File: src/rtl/mult_share_pkg.sv
// mult_share_pkg: shared definitions for the time-shared signed multiplier.
//   state_t : controller states (IDLE, MUL, RESP)
//   OPW     : operand width (signed 8-bit)
//   RESW    : product width (signed 16-bit, full precision)
package mult_share_pkg;
  localparam int OPW  = 8;
  localparam int RESW = 16;

  typedef enum logic [1:0] {
    IDLE = 2'd0,
    MUL  = 2'd1,
    RESP = 2'd2
  } state_t;
endpackage

File: src/rtl/rr_arbiter_onehot.sv
// rr_arbiter_onehot: purely combinational round-robin arbiter.
// Searches req starting at index ptr, wrapping modulo N, and grants the
// first active request.
// Ports:
//   req     in  [N-1:0]  request vector
//   ptr     in  [PW-1:0] highest-priority index (must be < N)
//   gnt     out [N-1:0]  one-hot grant, all zero when req == 0
//   gnt_idx out [PW-1:0] encoded index of the grant (0 when no grant)
module rr_arbiter_onehot #(
  parameter int N  = 4,
  parameter int PW = (N > 1) ? $clog2(N) : 1
) (
  input  logic [N-1:0]  req,
  input  logic [PW-1:0] ptr,
  output logic [N-1:0]  gnt,
  output logic [PW-1:0] gnt_idx
);

  logic          found;
  logic [PW:0]   pos;
  logic [PW-1:0] idx;

  always_comb begin
    gnt     = '0;
    gnt_idx = '0;
    found   = 1'b0;
    pos     = '0;
    idx     = '0;
    for (int k = 0; k < N; k++) begin
      // One spare bit so ptr+k cannot overflow before the modulo-N wrap.
      pos = {1'b0, ptr} + (PW+1)'(k);
      if (pos >= (PW+1)'(N)) pos = pos - (PW+1)'(N);
      idx = pos[PW-1:0];
      if (!found && req[idx]) begin
        gnt[idx] = 1'b1;
        gnt_idx  = idx;
        found    = 1'b1;
      end
    end
  end

endmodule

File: src/rtl/mult_share_rr.sv
// mult_share_rr: one signed 8x8 multiplier shared by NUM_REQ requesters
// through a round-robin arbiter. Operands and product are registered, so a
// request accepted at cycle T shows resp_valid at T+2; at most one operation
// is in flight (IDLE -> MUL -> RESP).
// Ports:
//   clk, rst          clock; asynchronous active-high reset
//   req_valid/ready   per-requester request handshake (ready is one-hot)
//   req_a, req_x      packed signed operands, requester i at [8i+7:8i]
//   resp_valid/ready  shared response handshake
//   resp_result       signed 16-bit product
//   resp_id           index of the requester owning resp_result
// Optional build macro MULT_SHARE_PERF_EN adds:
//   perf_ops   32-bit count of response handshakes
//   perf_busy  32-bit count of cycles spent outside IDLE
module mult_share_rr
  import mult_share_pkg::*;
#(
  parameter int NUM_REQ = 4,
  parameter int ID_W    = 2
) (
  input  logic                   clk,
  input  logic                   rst,
  input  logic [NUM_REQ-1:0]     req_valid,
  input  logic [NUM_REQ*OPW-1:0] req_a,
  input  logic [NUM_REQ*OPW-1:0] req_x,
  output logic [NUM_REQ-1:0]     req_ready,
  output logic                   resp_valid,
  output logic [RESW-1:0]        resp_result,
  output logic [ID_W-1:0]        resp_id,
  input  logic                   resp_ready
`ifdef MULT_SHARE_PERF_EN
  ,
  output logic [31:0]            perf_ops,
  output logic [31:0]            perf_busy
`endif
);

  localparam int PW = (NUM_REQ > 1) ? $clog2(NUM_REQ) : 1;

  state_t                  state;
  logic [PW-1:0]           rr_ptr;
  logic [PW-1:0]           gnt_idx;
  logic [NUM_REQ-1:0]      gnt;
  logic                    xfer;
  logic signed [OPW-1:0]   a_q, x_q;
  logic [ID_W-1:0]         id_q;
  logic signed [RESW-1:0]  res_q;
  logic signed [RESW-1:0]  a_ext, x_ext, prod;
  logic [OPW-1:0]          a_arr [NUM_REQ];
  logic [OPW-1:0]          x_arr [NUM_REQ];

  // Unpack the flat operand buses so the winner can be selected by index.
  for (genvar gi = 0; gi < NUM_REQ; gi++) begin : g_unpack
    assign a_arr[gi] = req_a[gi*OPW +: OPW];
    assign x_arr[gi] = req_x[gi*OPW +: OPW];
  end

  rr_arbiter_onehot #(
    .N  (NUM_REQ),
    .PW (PW)
  ) u_arb (
    .req     (req_valid),
    .ptr     (rr_ptr),
    .gnt     (gnt),
    .gnt_idx (gnt_idx)
  );

  // Grant is only offered in IDLE and never while reset is held.
  assign req_ready = (state == IDLE && !rst) ? gnt : '0;
  assign xfer      = |(req_valid & req_ready);

  // Multiplier core: both operands sign-extended to the full product width,
  // so the 16-bit result is exact (no overflow for 8x8 signed).
  assign a_ext = {{(RESW-OPW){a_q[OPW-1]}}, a_q};
  assign x_ext = {{(RESW-OPW){x_q[OPW-1]}}, x_q};
  assign prod  = a_ext * x_ext;

  assign resp_result = res_q;

  always_ff @(posedge clk or posedge rst) begin
    if (rst) begin
      state      <= IDLE;
      rr_ptr     <= '0;
      a_q        <= '0;
      x_q        <= '0;
      id_q       <= '0;
      res_q      <= '0;
      resp_id    <= '0;
      resp_valid <= 1'b0;
    end else begin
      case (state)
        IDLE: begin
          if (xfer) begin
            a_q    <= a_arr[gnt_idx];
            x_q    <= x_arr[gnt_idx];
            id_q   <= ID_W'(gnt_idx);
            rr_ptr <= (gnt_idx == PW'(NUM_REQ-1)) ? '0 : gnt_idx + PW'(1);
            state  <= MUL;
          end
        end
        MUL: begin
          res_q      <= prod;
          resp_id    <= id_q;
          resp_valid <= 1'b1;
          state      <= RESP;
        end
        RESP: begin
          if (resp_ready) begin
            resp_valid <= 1'b0;
            state      <= IDLE;
          end
        end
        default: state <= IDLE;
      endcase
    end
  end

`ifdef MULT_SHARE_PERF_EN
  always_ff @(posedge clk or posedge rst) begin
    if (rst) begin
      perf_ops  <= '0;
      perf_busy <= '0;
    end else begin
      if (resp_valid && resp_ready) perf_ops <= perf_ops + 32'd1;
      if (state != IDLE)            perf_busy <= perf_busy + 32'd1;
    end
  end
`endif

endmodule

File: config.mk
export PLATFORM = sky130hd
export DESIGN_NAME = mult_share_rr
export DESIGN_NICKNAME = d
export VERILOG_FILES = /design/src/rtl/mult_share_pkg.sv /design/src/rtl/rr_arbiter_onehot.sv /design/src/rtl/mult_share_rr.sv
export SDC_FILE = /design/constraint.sdc
export NUM_CORES = 1
export LEC_CHECK = 0
export CAP_MARGIN = 20
export CORE_UTILIZATION = 40
export CTS_BUF_LIST = sky130_fd_sc_hd__clkbuf_4
export CTS_CLUSTER_DIAMETER = 40
export DETAILED_ROUTE_END_ITERATION = 10
export PLACE_DENSITY = 0.6
export SETUP_SLACK_MARGIN = 0.5
export SYNTH_ARGS = -nofsm -noshare
export SYNTH_HDL_FRONTEND = slang
export SYNTH_HIERARCHICAL = 1
export SYNTH_SLANG_ARGS = --single-unit
File: constraint.sdc
create_clock -name clk -period 7.6 [get_ports clk]
set_clock_uncertainty 0.15 [all_clocks]
set_input_delay 1.52 -clock clk [delete_from_list [all_inputs] [get_ports clk]]
set_output_delay 1.52 -clock clk [all_outputs]
set_load 0.02 [all_outputs]
==> results.sh <==
export IMPL_status="finished clean"
export IMPL_detail_route_vias_per_cell=5.05
export IMPL_cts_buffers_inserted=5
export IMPL_netlist_cell_type_count=43
export IMPL_die_y_um=113
export IMPL_yosys_register_bits=41
export IMPL_grt_usage_pct=17.5
export IMPL_final_hold_viol_count=0
export IMPL_number_of_global_route_vias_before_repair=3824
export IMPL_core_area_um2=12000
export IMPL_die_span_in_x_um=113
export IMPL_timing_critical_path_arrival_ns=4.18
export IMPL_post_layout_cell_count=708
export IMPL_grt_pass1_wl_um=17700
export IMPL_yosys_warnings=6
export IMPL_crit_path_start_kind="input port"
export IMPL_root_buffer="sky130_fd_sc_hd__clkbuf_4"
export IMPL_dieArea_um2=12700
export IMPL_post_cts_resized=0
export IMPL_max_cap_violations=0
export IMPL_synth_area_leaders="sky130_fd_sc_hd__fa_1, sky130_fd_sc_hd__dfrtp_1, sky130_fd_sc_hd__ha_1"
export IMPL_syn_inst=468
export IMPL_first_pass_iters=6
export IMPL_synth_largest_area_cell="sky130_fd_sc_hd__fa_1"
export IMPL_initial_utilization_pct=41.0
export IMPL_report_final_slew_viol_count=0
export IMPL_worst_skew_pair_late_latency_ns=0.37
export IMPL_flow_area_growth_from_synthesis_pct=23.8
export IMPL_synth_top_area_share_pct=22.5
export IMPL_tritoncts="built"
export IMPL_synth_avg_cell_area_um2=10.5
export IMPL_cp_cell_sequence="clkdlybuf4s50_1 -> mux4_2 -> nor4b_4 -> a22oi_1 -> o21ai_0 -> and2_1 -> clkdlybuf4s50_1"
export IMPL_cts_htree_levels=2
export IMPL_row_count=40
export IMPL_place_detailed_hpwl_um=8350
export IMPL_cts_hold_fix_buffers=0
export IMPL_drt_first_iter_violations=118
export IMPL_worst_path_max_delay_cell="sky130_fd_sc_hd__mux4_2"
export IMPL_drcViolationCount=0
export IMPL_hold_slack_ns=0.343
export IMPL_route_vias_total=3574
export IMPL_grt_start_max_net_pins=42
export IMPL_ys_seq_area_share_pct=20.9
export IMPL_timing_final_crit_period_ns=5.85
export IMPL_timing_slew_headroom_pct=45.6
export IMPL_routed_wl_um=10100
export IMPL_mostFrequentLayoutCell="sky130_fd_sc_hd__clkdlybuf4s50_1"
export IMPL_achievable_frequency_mhz=171
export IMPL_boundaryPins=94
export IMPL_port_buffers=93
export IMPL_routed_len_inst_um=14.2
export IMPL_path_clk_slew_ns=0.13
export IMPL_syn_area_um2=4900
export IMPL_critical_path_top_delay_family="buffers and inverters"
export IMPL_grt_antenna_before_repair=1
export IMPL_fin_tns_setup_ns=0
export IMPL_layout_drive_gt1_share_pct=11.6
export IMPL_finalInstanceArea_um2=6070
export IMPL_critical_path_class="input port to output port"
export IMPL_hp_class="flip-flop to flip-flop"
export IMPL_worstMarginPinSlew_ns=0.816
export IMPL_setup_repair_bufs_after_cts=0
export IMPL_cts_path_max_buffers=2
export IMPL_drtAntennaViolNets=0
export IMPL_final_cell_mix="sky130_fd_sc_hd__clkdlybuf4s50_1, sky130_fd_sc_hd__inv_1, sky130_fd_sc_hd__fa_1, sky130_fd_sc_hd__and2_1, sky130_fd_sc_hd__dfrtp_1"
export IMPL_final_net_count=720
export IMPL_fillerInstances=1132
export IMPL_crit_path_max_incr_delay_ns=0.67
export IMPL_place_gp_congestion=0.774
export IMPL_buf_inv_stages_crit_path=2
export IMPL_cp_end_kind="output port"
export IMPL_synth_fp_nets=629
export IMPL_final_setup_viol_count=0
export IMPL_clock_sinks=41
export IMPL_dp_cells=698
export IMPL_cp_required_ns=5.93
export IMPL_worst_path_max_fanout=12
export IMPL_grt_setup_unrepaired="no"
export IMPL_layout_worst_path_cycle_share_pct=77.0
export IMPL_crit_path_frequent_cell="sky130_fd_sc_hd__clkdlybuf4s50_1"
export IMPL_detailed_place_area_um2=5970
export IMPL_gr_total_overflow=0
[metal layers]
layer | vias to the layer above | part of all wire (%) | global-route usage [%] | wire length (um)
met5 | - | 0 | 0 | 0
met4 | 0 | 1.6 | 4.44 | 163
met3 | 9 | 4.1 | 2.84 | 410
met2 | 89 | 52 | 32.3 | 5200
met1 | 1759 | 43 | 21.2 | 4290
li1 | 1717 | - | - | -
[state kept, by name, summed over array words and instances (netlist names)]
signal / cells
a_q: 8
id_q: 2
resp_id: 2
resp_result: 16
resp_valid: 1
rr_ptr: 2
state: 2
x_q: 8
[synth_stat cells (all sizes together)]
library cell and number:
a211oi 1, a21boi 3, a21o 3, a21oi 4, a221oi 1, a22o 1
a22oi 10, a2bb2oi 1, a31oi 2, and2 48, and3b 1, buf 9
clkbuf 4, dfrtp 41, fa 55, ha 35, inv 88, mux2 27
mux2i 1, mux4 20, nand2 28, nand2b 4, nand3 2, nor2 13
nor2b 10, nor3 4, nor3b 2, nor4b 1, o2111ai 1, o211ai 3
o21a 3, o21ai 24, o31ai 3, or3b 1, xnor2 9, xor2 5
[final timing paths]
kind	start	to	slack, ns	depth (start not counted)
hold / removal	resp_result[8]$_DFFE_PP0P_	resp_result[8]$_DFFE_PP0P_	0.34	2
hold reg to reg	resp_result[8]$_DFFE_PP0P_	resp_result[8]$_DFFE_PP0P_	0.34	2
min in group asynchronous	rst	x_q[0]$_DFFE_PP0P_	1.44	3
setup / recovery	req_valid[3]	req_ready[1]	1.75	7
setup reg to reg	a_q[7]$_DFFE_PP0P_	resp_result[14]$_DFFE_PP0P_	2.78	16
max in group asynchronous	rst	a_q[6]$_DFFE_PP0P_	5.49	3
[worst register-to-register path, stage by stage, from the launching register on]
cell and delay (ns):
sky130_fd_sc_hd__dfrtp_1 0.50, sky130_fd_sc_hd__and2_1 0.25, sky130_fd_sc_hd__fa_1 0.63, sky130_fd_sc_hd__inv_1 0.15, sky130_fd_sc_hd__fa_1 0.54, sky130_fd_sc_hd__inv_1 0.05
sky130_fd_sc_hd__fa_1 0.53, sky130_fd_sc_hd__inv_1 0.05, sky130_fd_sc_hd__fa_1 0.52, sky130_fd_sc_hd__inv_1 0.04, sky130_fd_sc_hd__ha_1 0.34, sky130_fd_sc_hd__a21oi_1 0.29
sky130_fd_sc_hd__a21boi_0 0.14, sky130_fd_sc_hd__o21ai_0 0.27, sky130_fd_sc_hd__nor3_1 0.07, sky130_fd_sc_hd__o21ai_0 0.10, sky130_fd_sc_hd__nand3_1 0.08
[through the flow]
step	util [%]	setup slack (ns)
2_1_floorplan	-	3.06
3_3_place_gp	49.9	1.88
3_5_place_dp	49.9	1.80
4_1_cts	50.6	1.80
5_1_grt	50.8	1.61
6_report	50.8	1.75
[layout make-up]
| cell class | count | area (um2) | area share (%) |
|---|---|---|---|
| sequential | 41 | 1030 | 16.9 |
| clock inverter | 2 | 38.8 | 0.639 |
| inverter | 88 | 330 | 5.44 |
| clock buffer | 6 | 45.0 | 0.742 |
| tap | 147 | 184 | 3.03 |
| timing repair buffer | 97 | 968 | 15.9 |
| antenna | 1 | 2.50 | 0.0412 |
| multi-input combinational | 326 | 3480 | 57.3 |
[cell families (layout without fill, tap and decap cells)]
logic type | Yosys count | count (layout) | share of synthesized area [%]
AO/OA/AOI/OAI | 60 | 60 | 8.11
XOR/XNOR | 14 | 14 | 2.50
adder cells (fa/ha/maj) | 90 | 90 | 31.4
buffers and inverters | 101 | 193 | 8.45
flip-flops | 41 | 41 | 20.9
multiplexers | 48 | 48 | 15.7
other | 0 | 1 | 0
AND/OR/NAND/NOR | 114 | 114 | 13.0
Power is left out: the tool's default activity adds up to more than one toggle a clock period on the data nets, which glitch-free logic cannot reach.
